## src/rtl/bit_serial_adder_if.sv

```systemverilog
// -----------------------------------------------------------------------------
// bit_serial_adder_if
//   Handshake bundle for the bit-serial adder.
//
//   Operand side : in_valid / in_ready, op_a, op_b, cin
//   Result side  : out_valid / out_ready, sum, cout
//   Status       : busy
//   Optional     : ovf (present only when BIT_SERIAL_ADDER_OVF_EN is defined)
//
//   modport master : the environment (drives operands, accepts results)
//   modport slave  : the adder itself
// -----------------------------------------------------------------------------
interface bit_serial_adder_if #(
    parameter int WIDTH = 8
);
    logic             in_valid;
    logic             in_ready;
    logic [WIDTH-1:0] op_a;
    logic [WIDTH-1:0] op_b;
    logic             cin;
    logic             out_valid;
    logic             out_ready;
    logic [WIDTH-1:0] sum;
    logic             cout;
    logic             busy;
`ifdef BIT_SERIAL_ADDER_OVF_EN
    logic             ovf;
`endif

    modport master (
        output in_valid, op_a, op_b, cin, out_ready,
`ifdef BIT_SERIAL_ADDER_OVF_EN
        input  ovf,
`endif
        input  in_ready, out_valid, sum, cout, busy
    );

    modport slave (
        input  in_valid, op_a, op_b, cin, out_ready,
`ifdef BIT_SERIAL_ADDER_OVF_EN
        output ovf,
`endif
        output in_ready, out_valid, sum, cout, busy
    );
endinterface

```

## src/rtl/bit_serial_adder.sv

```systemverilog
// -----------------------------------------------------------------------------
// bit_serial_adder
//   Adds two WIDTH-bit operands plus a carry-in one bit per clock, LSB first,
//   through a single fulladder cell with a registered carry. The assembled
//   sum and carry-out are returned over a valid/ready handshake.
//
//   Ports:
//     clk    : single clock, rising edge
//     rst_n  : asynchronous, active-low reset
//     bus    : bit_serial_adder_if.slave
//              in_valid/in_ready/op_a/op_b/cin   operand handshake
//              out_valid/out_ready/sum/cout      result handshake
//              busy                              high in RUN or DONE
//              ovf                               signed overflow (optional)
//
//   Optional feature macro: BIT_SERIAL_ADDER_OVF_EN
//     When defined, a registered two's-complement overflow flag (ovf) is
//     produced alongside the sum. When undefined, no ovf flop exists.
//
//   Timing: operands accepted on edge 0 give out_valid=1 after edge WIDTH.
// -----------------------------------------------------------------------------

// Single-bit full adder cell driven by the serial datapath.
module fulladder (
    input  logic a,
    input  logic b,
    input  logic cin,
    output logic sum,
    output logic carry
);
    assign sum   = a ^ b ^ cin;
    assign carry = (a & b) | (cin & (a ^ b));
endmodule

module bit_serial_adder #(
    parameter int WIDTH = 8
) (
    input  logic                clk,
    input  logic                rst_n,
    bit_serial_adder_if.slave   bus
);
    localparam int CNT_W = $clog2(WIDTH + 1);

    typedef enum logic [1:0] {
        IDLE = 2'd0,
        RUN  = 2'd1,
        DONE = 2'd2
    } state_t;

    state_t           state;
    state_t           state_next;

    logic [WIDTH-1:0] a_sh;
    logic [WIDTH-1:0] b_sh;
    logic [WIDTH-1:0] sum_sh;
    logic [WIDTH-1:0] sum_sh_next;
    logic             carry_q;
    logic [CNT_W-1:0] cnt;
    logic             last_bit;

    logic             fa_sum;
    logic             fa_carry;

    fulladder fa (
        .a     (a_sh[0]),
        .b     (b_sh[0]),
        .cin   (carry_q),
        .sum   (fa_sum),
        .carry (fa_carry)
    );

    // The new sum bit enters at the MSB so that after WIDTH shifts bit 0 of
    // the operands has landed in bit 0 of the result.
    generate
        if (WIDTH == 1) begin : g_sum_w1
            assign sum_sh_next = fa_sum;
        end else begin : g_sum_wn
            assign sum_sh_next = {fa_sum, sum_sh[WIDTH-1:1]};
        end
    endgenerate

    assign last_bit     = (cnt == CNT_W'(WIDTH - 1));
    assign bus.in_ready = (state == IDLE);
    assign bus.busy     = (state != IDLE);

    // State register.
    always_ff @(posedge clk or negedge rst_n) begin
        if (!rst_n) begin
            state <= IDLE;
        end else begin
            // NOTE: sequential state uses non-blocking (<=) so every flop
            // samples pre-edge values regardless of statement order.
            state <= state_next;
        end
    end

    // Next-state logic.
    always_comb begin
        // NOTE: default assignment first keeps this block free of latches
        // on any path that does not explicitly assign state_next.
        state_next = state;
        unique case (state)
            IDLE:    if (bus.in_valid)  state_next = RUN;
            RUN:     if (last_bit)      state_next = DONE;
            DONE:    if (bus.out_ready) state_next = IDLE;
            default:                    state_next = IDLE;
        endcase
    end

    // Serial datapath and result registers.
    always_ff @(posedge clk or negedge rst_n) begin
        if (!rst_n) begin
            a_sh          <= '0;
            b_sh          <= '0;
            sum_sh        <= '0;
            carry_q       <= 1'b0;
            cnt           <= '0;
            bus.sum       <= '0;
            bus.cout      <= 1'b0;
            bus.out_valid <= 1'b0;
`ifdef BIT_SERIAL_ADDER_OVF_EN
            bus.ovf       <= 1'b0;
`endif
        end else begin
            unique case (state)
                IDLE: begin
                    if (bus.in_valid) begin
                        a_sh    <= bus.op_a;
                        b_sh    <= bus.op_b;
                        carry_q <= bus.cin;
                        sum_sh  <= '0;
                        cnt     <= '0;
                    end
                end
                RUN: begin
                    sum_sh  <= sum_sh_next;
                    a_sh    <= a_sh >> 1;
                    b_sh    <= b_sh >> 1;
                    carry_q <= fa_carry;
                    cnt     <= cnt + 1'b1;
                    if (last_bit) begin
                        bus.sum       <= sum_sh_next;
                        bus.cout      <= fa_carry;
                        bus.out_valid <= 1'b1;
`ifdef BIT_SERIAL_ADDER_OVF_EN
                        // Carry into the MSB differs from carry out of it.
                        bus.ovf       <= carry_q ^ fa_carry;
`endif
                    end
                end
                DONE: begin
                    if (bus.out_ready) begin
                        bus.out_valid <= 1'b0;
                    end
                end
                default: ;
            endcase
        end
    end
endmodule

```

## src/flat_wrapper.sv

```systemverilog
// flat-port wrapper written by rule: the top's interface ports become plain ports
module bit_serial_adder_flat 
#(
    parameter int WIDTH = 8
)
  (clk, rst_n, bus_in_valid, bus_op_a, bus_op_b, bus_cin, bus_out_ready, bus_in_ready, bus_out_valid, bus_sum, bus_cout, bus_busy);
  bit_serial_adder_if #(.WIDTH(WIDTH)) bus_i ();
  input  logic clk;
  input  logic rst_n;
  input wire logic [$bits(bus_i.in_valid)-1:0] bus_in_valid;
  input wire logic [$bits(bus_i.op_a)-1:0] bus_op_a;
  input wire logic [$bits(bus_i.op_b)-1:0] bus_op_b;
  input wire logic [$bits(bus_i.cin)-1:0] bus_cin;
  input wire logic [$bits(bus_i.out_ready)-1:0] bus_out_ready;
  output wire logic [$bits(bus_i.in_ready)-1:0] bus_in_ready;
  output wire logic [$bits(bus_i.out_valid)-1:0] bus_out_valid;
  output wire logic [$bits(bus_i.sum)-1:0] bus_sum;
  output wire logic [$bits(bus_i.cout)-1:0] bus_cout;
  output wire logic [$bits(bus_i.busy)-1:0] bus_busy;
  assign bus_i.in_valid = bus_in_valid;
  assign bus_i.op_a = bus_op_a;
  assign bus_i.op_b = bus_op_b;
  assign bus_i.cin = bus_cin;
  assign bus_i.out_ready = bus_out_ready;
  assign bus_in_ready = bus_i.in_ready;
  assign bus_out_valid = bus_i.out_valid;
  assign bus_sum = bus_i.sum;
  assign bus_cout = bus_i.cout;
  assign bus_busy = bus_i.busy;
  bit_serial_adder #(.WIDTH(WIDTH)) u_core (.clk(clk), .rst_n(rst_n), .bus(bus_i));
endmodule
```

## config.mk

```make
export PLATFORM = sky130hd
export DESIGN_NAME = bit_serial_adder_flat
export DESIGN_NICKNAME = d
export VERILOG_FILES = /design/src/rtl/bit_serial_adder_if.sv /design/src/rtl/bit_serial_adder.sv /design/src/flat_wrapper.sv
export SDC_FILE = /design/constraint.sdc
export NUM_CORES = 1
export LEC_CHECK = 0
export CAP_MARGIN = 20
export CORE_MARGIN = 1.5
export CORE_UTILIZATION = 45
export CTS_CLUSTER_SIZE = 12
export DETAILED_ROUTE_END_ITERATION = 8
export GPL_TIMING_DRIVEN = 0
export PLACE_DENSITY = 0.75
export SYNTH_ARGS = -nofsm -noshare
export SYNTH_HDL_FRONTEND = slang
export SYNTH_SLANG_ARGS = --single-unit
```

## constraint.sdc

```tcl
create_clock -name clk -period 3.8 [get_ports clk]
set_input_delay 0.38 -clock clk [delete_from_list [all_inputs] [get_ports clk]]
set_output_delay 0.38 -clock clk [all_outputs]
set_load 0.05 [all_outputs]
```

After elaboration in Yosys (flattened, before gate mapping)
Cells that the tools add are included.
- register bits: 41
- input port bits: 21
- output and inout port bits: 12
- $add $sub $neg: 1
- eq/ne operators: 6
- multiplexer cells: 17
- bitwise gates (word level): 5
- reduce and logical (&&, ||, !) cells: 8
- operators by type and width (kind ; number):
    $pmux W8 S2 ; 3
    $mux W8 ; 3
    $pmux W4 S2 ; 1
    $mux W2 ; 3
    $pmux W2 S3 ; 1
    $reduce_and A3 Y1 ; 2
    $reduce_bool A2 Y1 ; 3
    $add A4 B1 Y4 const B ; 1
    $eq A4 B3 Y1 const B ; 1
    $mux W4 ; 1
    $ne A2 B2 Y1 const B ; 2
    $pmux W1 S2 ; 2
    $reduce_and A2 Y1 ; 2
    $mux W1 ; 3
    $and A1 B1 Y1 ; 2
    $eq A2 B1 Y1 const B ; 1
    $eq A2 B2 Y1 const B ; 1
    $logic_not A2 Y1 ; 1
    $ne A2 B1 Y1 const B ; 1
    $xor A1 B1 Y1 ; 2
    $or A1 B1 Y1 ; 1

Logic depth before layout (Yosys ltp)
Gate-level depths: netlist (run 1).
- word-level depth: 4
- depth in mapped cells: 6
- mapped depth without buffers: 4

Modules after synthesis
From an unflattened synthesis (run 1), not the netlist that was laid out.
- cells, all modules: 161
- area, all modules: 1854.3 µm²
- modules (own cells, without submodules) (module ; times used ; cells an instance ; area an instance (µm²)):
    bit_serial_adder ; 1 ; 160 ; 1834.3
    fulladder ; 1 ; 1 ; 20.0

Least setup slack after synthesis (run 1)
Ideal clock, no wire load.
- path kind: reg-to-output
- from: reg u_core.state[1]
- to: out bus_busy
- data arrival time: 1.753 ns
- slack: 1.667 ns
- stages on the path, launching flop included: 4
- path buffers: 1
- cell sequence: dfrtp_1 > buf_2 > nor2_1 > inv_1
- longest elaborated chain between the ends: 1
- RTL lines (element ; line ; RTL):
    start, declared ; bit_serial_adder.sv:50 ; state_t state;
    start signal, assigned ; bit_serial_adder.sv:93 ; state <= state_next;
    $reduce_bool A2 Y1 ; bit_serial_adder.sv:84 ; assign bus.busy = (state != IDLE);
    end, declared ; flat_wrapper.sv:19 ; output wire logic [$bits(bus_i.busy)-1:0] bus_busy;
No other way between the ends.

Worst setup path after layout (run 1)
- from: reg u_core.state[1]
- to: out bus_in_ready
- longest elaborated chain between the ends: 1
- RTL lines (element ; line ; RTL):
    $logic_not A2 Y1 ; bit_serial_adder.sv:83 ; assign bus.in_ready = (state == IDLE);
    end, declared ; flat_wrapper.sv:15 ; output wire logic [$bits(bus_i.in_ready)-1:0] bus_in_ready;
No other way between the ends.

==> results of run 1 <==
-- power by group --
group	internal, uW	total [uW]	switching (uW)	leakage (uW)
Combinational	281	646	366	0.000365
Sequential	581	685	104	0.000518
Clock	162	299	138	0.0000503
-- state kept, by name, indices dropped and copies added (netlist names) --
signal and flops:
u_core.sum_sh 7, u_core.state 2, u_core.a_sh 8, u_core.b_sh 8, u_core.bus.out_valid 1, u_core.bus.sum 8, u_core.carry_q 1, u_core.cnt 4
u_core.bus.cout 1
-- cell usage after synthesis --
cell,count,area share
buf_4,1,0.0045
nor2_1,3,0.0068
dfrtp_1,40,0.60
mux2_2,11,0.075
nand3_1,1,0.0030
a211oi_1,1,0.0045
o21ai_0,15,0.045
fa_1,1,0.012
or2_2,1,0.0038
nand2_1,16,0.036
ha_1,1,0.0075
nor2b_1,2,0.0075
nor3b_2,1,0.0075
nand3b_1,1,0.0045
clkbuf_1,3,0.0068
a22oi_1,15,0.068
nor3b_1,1,0.0045
buf_2,6,0.018
a22o_1,9,0.047
nand4_1,1,0.0038
a21o_1,1,0.0045
a21oi_1,2,0.0060
o21bai_1,1,0.0045
inv_1,2,0.0045
a32o_1,2,0.012
-- worst max-delay path, cell delays in order (launching register included) --
cell	delay, ns
dfrtp_1	0.40
buf_2	0.18
nor2_1	0.23
clkdlybuf4s50_1	0.85
-- cell families after synthesis --
logic type / after synthesis / share of synthesized area
buf+inv: 12 / 0.0339
compound gates: 46 / 0.192
flops: 40 / 0.602
simple gates: 27 / 0.0776
fa+ha+maj: 2 / 0.0196
mux: 11 / 0.0745
-- path summary, 6_finish.rpt --
| check | startpoint | endpoint | slack, ns | depth (start not counted) |
|---|---|---|---|---|
| min in group clk | u_core.bus.out_valid$_DFFE_PN0P_ | u_core.bus.out_valid$_DFFE_PN0P_ | 0.48 | 1 |
| hold / removal | rst_n | u_core.sum_sh[1]$_DFFE_PN0P_ | 0.20 | 1 |
| hold reg to reg | u_core.bus.out_valid$_DFFE_PN0P_ | u_core.bus.out_valid$_DFFE_PN0P_ | 0.48 | 1 |
| max in group asynchronous | rst_n | u_core.a_sh[7]$_DFFE_PN0P_ | 3.07 | 1 |
| setup / recovery | u_core.state[1]$_DFFE_PN0P_ | bus_in_ready | 1.47 | 3 |
| setup reg to reg | u_core.cnt[1]$_DFFE_PN0P_ | u_core.bus.sum[2]$_DFFE_PN0P_ | 2.20 | 5 |
-- area by class of cell --
cell class                      instances  area (sq um)
Timing Repair Buffer                   32           315
Sequential cell                        40          1000
Multi-Input combinational cell         86           604
Fill cell                             294          1310
Inverter                                2          7.51
Buffer                                 10          48.8
Tap cell                               46          57.6
Clock buffer                            7          96.3
-- routing by layer --
layer	GRT usage	routed length, microns
met2	0.330	1660
met3	0.0546	138
met4	0.0734	50
met1	0.202	1370
met5	0	0
-- per-stage QoR --
stage / utilization / cell area, sq um / std cells
after CTS: 0.619 / 2130 / 223
after global routing: 0.619 / 2130 / 223
after detailed placement: 0.591 / 2030 / 216
after global placement: 0.593 / 2040 / 216
final: 0.619 / 2130 / 223
after floorplan: - / 1660 / 138
==> results.ini, run 1 <==
[status]
status = finished clean

[clock_network]
hold_buffers = 0
cts_root_buffer = clkbuf_8
cts-resized-gates = 0
path_clk_slew_ns = 0.07
clockBufferDepth = 2
worstSkewPairLatency_ns = 0.29
post-cts-setup-buffers = 0
tritoncts = yes
htreeDepth = 2
numCtsBuffers = 5
cts.sinks = 40

[timing]
rsz0062_at_grt = no
period_share = 0.613
whs_ns = 0.197
relSlewSlack = 0.434
setup_viol = 0
layout_min_cycle_time_ns = 2.33
tightest_slew_ns = 0.849
slew_viol_final = 0
hold_viol = 0
max_freq_mhz = 429
setup_tns_ns = 0
skew_ns = 0.00503
fin_ws_ns = 1.47

[global_routing]
grt_pass1_wl_mm = 5.68
grt_max_degree = 41
first_global_vias = 1286
overflow = 0
antenna_found_initial = 0
grtUsageTotal = 0.184

[final_layout]
antennaDiodeCount = 0
mostFrequentLayoutCell = dfrtp_1
final_layout_size_suffix_gt1_frac = 0.158
final_cell_mix = dfrtp_1 (40), clkdlybuf4s50_1 (31), nand2_1 (16)
final_nets = 200
area_delta_synth_final_pct = 28.2

[logic_synthesis]
syn-cell-area_sq_um = 1660
yosys_warnings = 0
synth.distinct_cells = 25
synth_cells = 138
syn-num-nets = 161
syn_area_per_cell_sq_um = 12.0
ys_ff_latch = 40
yosysSeqAreaShare = 0.602

[setup_path]
endpoint_kind = primary output
worst_ep_arrival_time_ns = 1.95
cp.required_ns = 3.42
crit_fanout = 10
critPathKind = flip-flop to primary output
start_kind = flip-flop

[job]
drv_cap = 0

[detailed_routing]
wl_mm = 3.23
wl_per_cell_microns = 14.5
drcViolationCount = 0
dr.pass1.iters = 4
num_vias = 1224
detail-route-antenna-nets = 0
drt_iter0_drc = 58
vias_per_cell = 5.49

[power]
p_leak_uw = 0.000933
power_density_nw_per_um2 = 766
max-vdd-ir-drop_v = 0.000343
fin_total_pwr_uw = 1630

[placed_design]
gp_congestion = 0.756
hpwl_mm = 2.35
numPortBuffers = 32
place_ws_ns = 1.80

[floorplan]
rows = 21
die_w_microns = 63.8
dieArea_sq_um = 4070
io_pins = 33
start_util = 0.483
core-area_sq_um = 3440
die_h_microns = 63.8

[worst_hold_path]
hold_class = input port to async pin

Power figures use the tool's default switching activity.
==> run 2, diff against run 1 <==
==> constraint.sdc (replaced) <==
create_clock -name clk -period 2.2 [get_ports clk]
set_input_delay 0.22 -clock clk [delete_from_list [all_inputs] [get_ports clk]]
set_output_delay 0.22 -clock clk [all_outputs]
set_load 0.05 [all_outputs]
==> run 2 against run 1 <==
Via count up 0.25%. Flip-flop and latch count unchanged. Sequential power is 72% higher. Critical path depth increased by 1. Highest routed layer unchanged. Clock-buffer cell count unchanged. Die area did not move. Final area increased by 0.12%. Register-to-register slack got worse by 1.6 ns. Routed wire length about the same. Largest power group unchanged. Worst hold slack worse by 0.16 ns. Sequential share of layout area decreased by 0.055 points.
==> results.ini, run 2 (same netlist as run 1, synthesis figures left out) <==
[setup_path]
reg2reg_depth = 5
path_cells = buf_2, nor2_1, inv_1, clkdlybuf4s50_1
r2r-start = u_core.cnt[0]$_DFFE_PN0P_
endpoint_kind = primary output
crit_fanout = 10
start_kind = flip-flop
crit_buf_inv = 3
cp.required_ns = 1.98
worst_ep_arrival_time_ns = 1.85
cp.depth = 4
regToRegSetupSlack_ns = 0.60
cp_slowest_cell = clkdlybuf4s50_1
critPathKind = flip-flop to primary output
path_delay_family = buffers and inverters
max_stage_delay_ns = 0.70
r2r_end = u_core.bus.sum[2]$_DFFE_PN0P_

[final_layout]
final_nets = 200
final_cell_mix = dfrtp_1 (40), clkdlybuf4s50_1 (30), nand2_1 (16)
mostFrequentLayoutCell = dfrtp_1
reg_top3 = u_core.a_sh: 8 flops, u_core.b_sh: 8 flops, u_core.bus.sum: 8 flops
final_layout_size_suffix_gt1_frac = 0.158
area_delta_synth_final_pct = 28.4
antennaDiodeCount = 0
utilization = 0.620
num-fill-cells = 294

[global_routing]
grtUsageTotal = 0.184
overflow = 0
antenna_found_initial = 0
first_global_vias = 1286
grt_max_degree = 41
grt_pass1_wl_mm = 5.68

[timing]
max_freq_mhz = 483
period_share = 0.941
hold_viol = 0
layout_min_cycle_time_ns = 2.07
tightest_slew_ns = 0.848
setup_viol = 0
relSlewSlack = 0.434
rsz0062_at_grt = no
slew_viol_final = 0
skew_ns = 0.00497
whs_ns = 0.0363

[floorplan]
die_w_microns = 63.8
start_util = 0.483
dieArea_sq_um = 4070
core-area_sq_um = 3440
die_h_microns = 63.8
io_pins = 33
rows = 21

[clock_network]
htreeDepth = 2
cts_root_buffer = clkbuf_8
path_clk_slew_ns = 0.07
numCtsBuffers = 5
tritoncts = yes
clockBufferDepth = 2
worstSkewPairLatency_ns = 0.29
cts.sinks = 40

[power]
power_density_nw_per_um2 = 1320
p_leak_uw = 0.000949
max-vdd-ir-drop_v = 0.000591

[job]
drv_cap = 0

[detailed_routing]
dr.pass1.iters = 4
drcViolationCount = 0
wl_per_cell_microns = 14.5
wl_mm = 3.22
vias_per_cell = 5.50
drt_iter0_drc = 58
detail-route-antenna-nets = 0
num_vias = 1227

[placed_design]
gp_congestion = 0.756
hpwl_mm = 2.35
numPortBuffers = 32

[status]
status = finished clean

[worst_hold_path]
hold_class = input port to async pin

-- run 2: cell types whose count changed in the layout (fill, tap and decap cells not counted), sizes merged --
cell           before  now
clkdlybuf4s50      31   30
dlymetal6s2s        0    1
-- run 2: worst max-delay path by stage --
stage	slack [ns]	end	from
after CTS	0.03	bus_in_ready	u_core.state[1]$_DFFE_PN0P_
after floorplan	0.23	bus_busy	u_core.state[1]$_DFFE_PN0P_
final	0.13	bus_busy	u_core.state[1]$_DFFE_PN0P_
after detailed placement	0.36	bus_in_ready	u_core.state[1]$_DFFE_PN0P_
after global placement	-0.0004	u_core.a_sh[1]$_DFFE_PN0P_	rst_n
after global routing	0.05	bus_busy	u_core.state[1]$_DFFE_PN0P_
-- run 2: final cells by class --
cell class | count | area (sq um) | area share
Multi-Input combinational cell | 86 | 604 | 0.283
Buffer | 10 | 48.8 | 0.0229
Timing Repair Buffer | 32 | 318 | 0.149
Sequential cell | 40 | 1000 | 0.469
Inverter | 2 | 7.51 | 0.00352
Clock buffer | 7 | 96.3 | 0.0452
Tap cell | 46 | 57.6 | 0.0270
-- run 2: routing by layer --
layer | wire length [microns] | GRT usage | up-vias
met3 | 141 | 0.0546 | 5
li1 | - | - | 577
met1 | 1370 | 0.202 | 614
met5 | 0 | 0 | -
met2 | 1660 | 0.330 | 31
met4 | 50 | 0.0734 | 0
-- run 2: through the flow --
stage / setup TNS [ns] / worst slack (ns) / instances / instance area, sq um / power, uW
after floorplan: 0 / 0.227 / 138 / 1660 / 1960
after global placement: -0.00205 / -0.000370 / 216 / 2040 / 2280
after detailed placement: 0 / 0.359 / 216 / 2030 / 2330
after CTS: 0 / 0.0260 / 223 / 2130 / 2850
after global routing: 0 / 0.0527 / 223 / 2130 / 3010
final: 0 / 0.130 / 223 / 2130 / 2820
-- run 2: repair_timing --
action / 4_1_cts / 5_1_grt
gates resized for setup: 0 / 1
endpoints found under the setup margin: 0 / 1
buffers inserted: 0 / 0
hold buffers: 0 / 0
-- run 2: power breakdown --
part | switching [uW] | internal (uW)
sequential | 180 | 1000
clock | 238 | 279
combinational | 632 | 484
total | 1050 | 1770
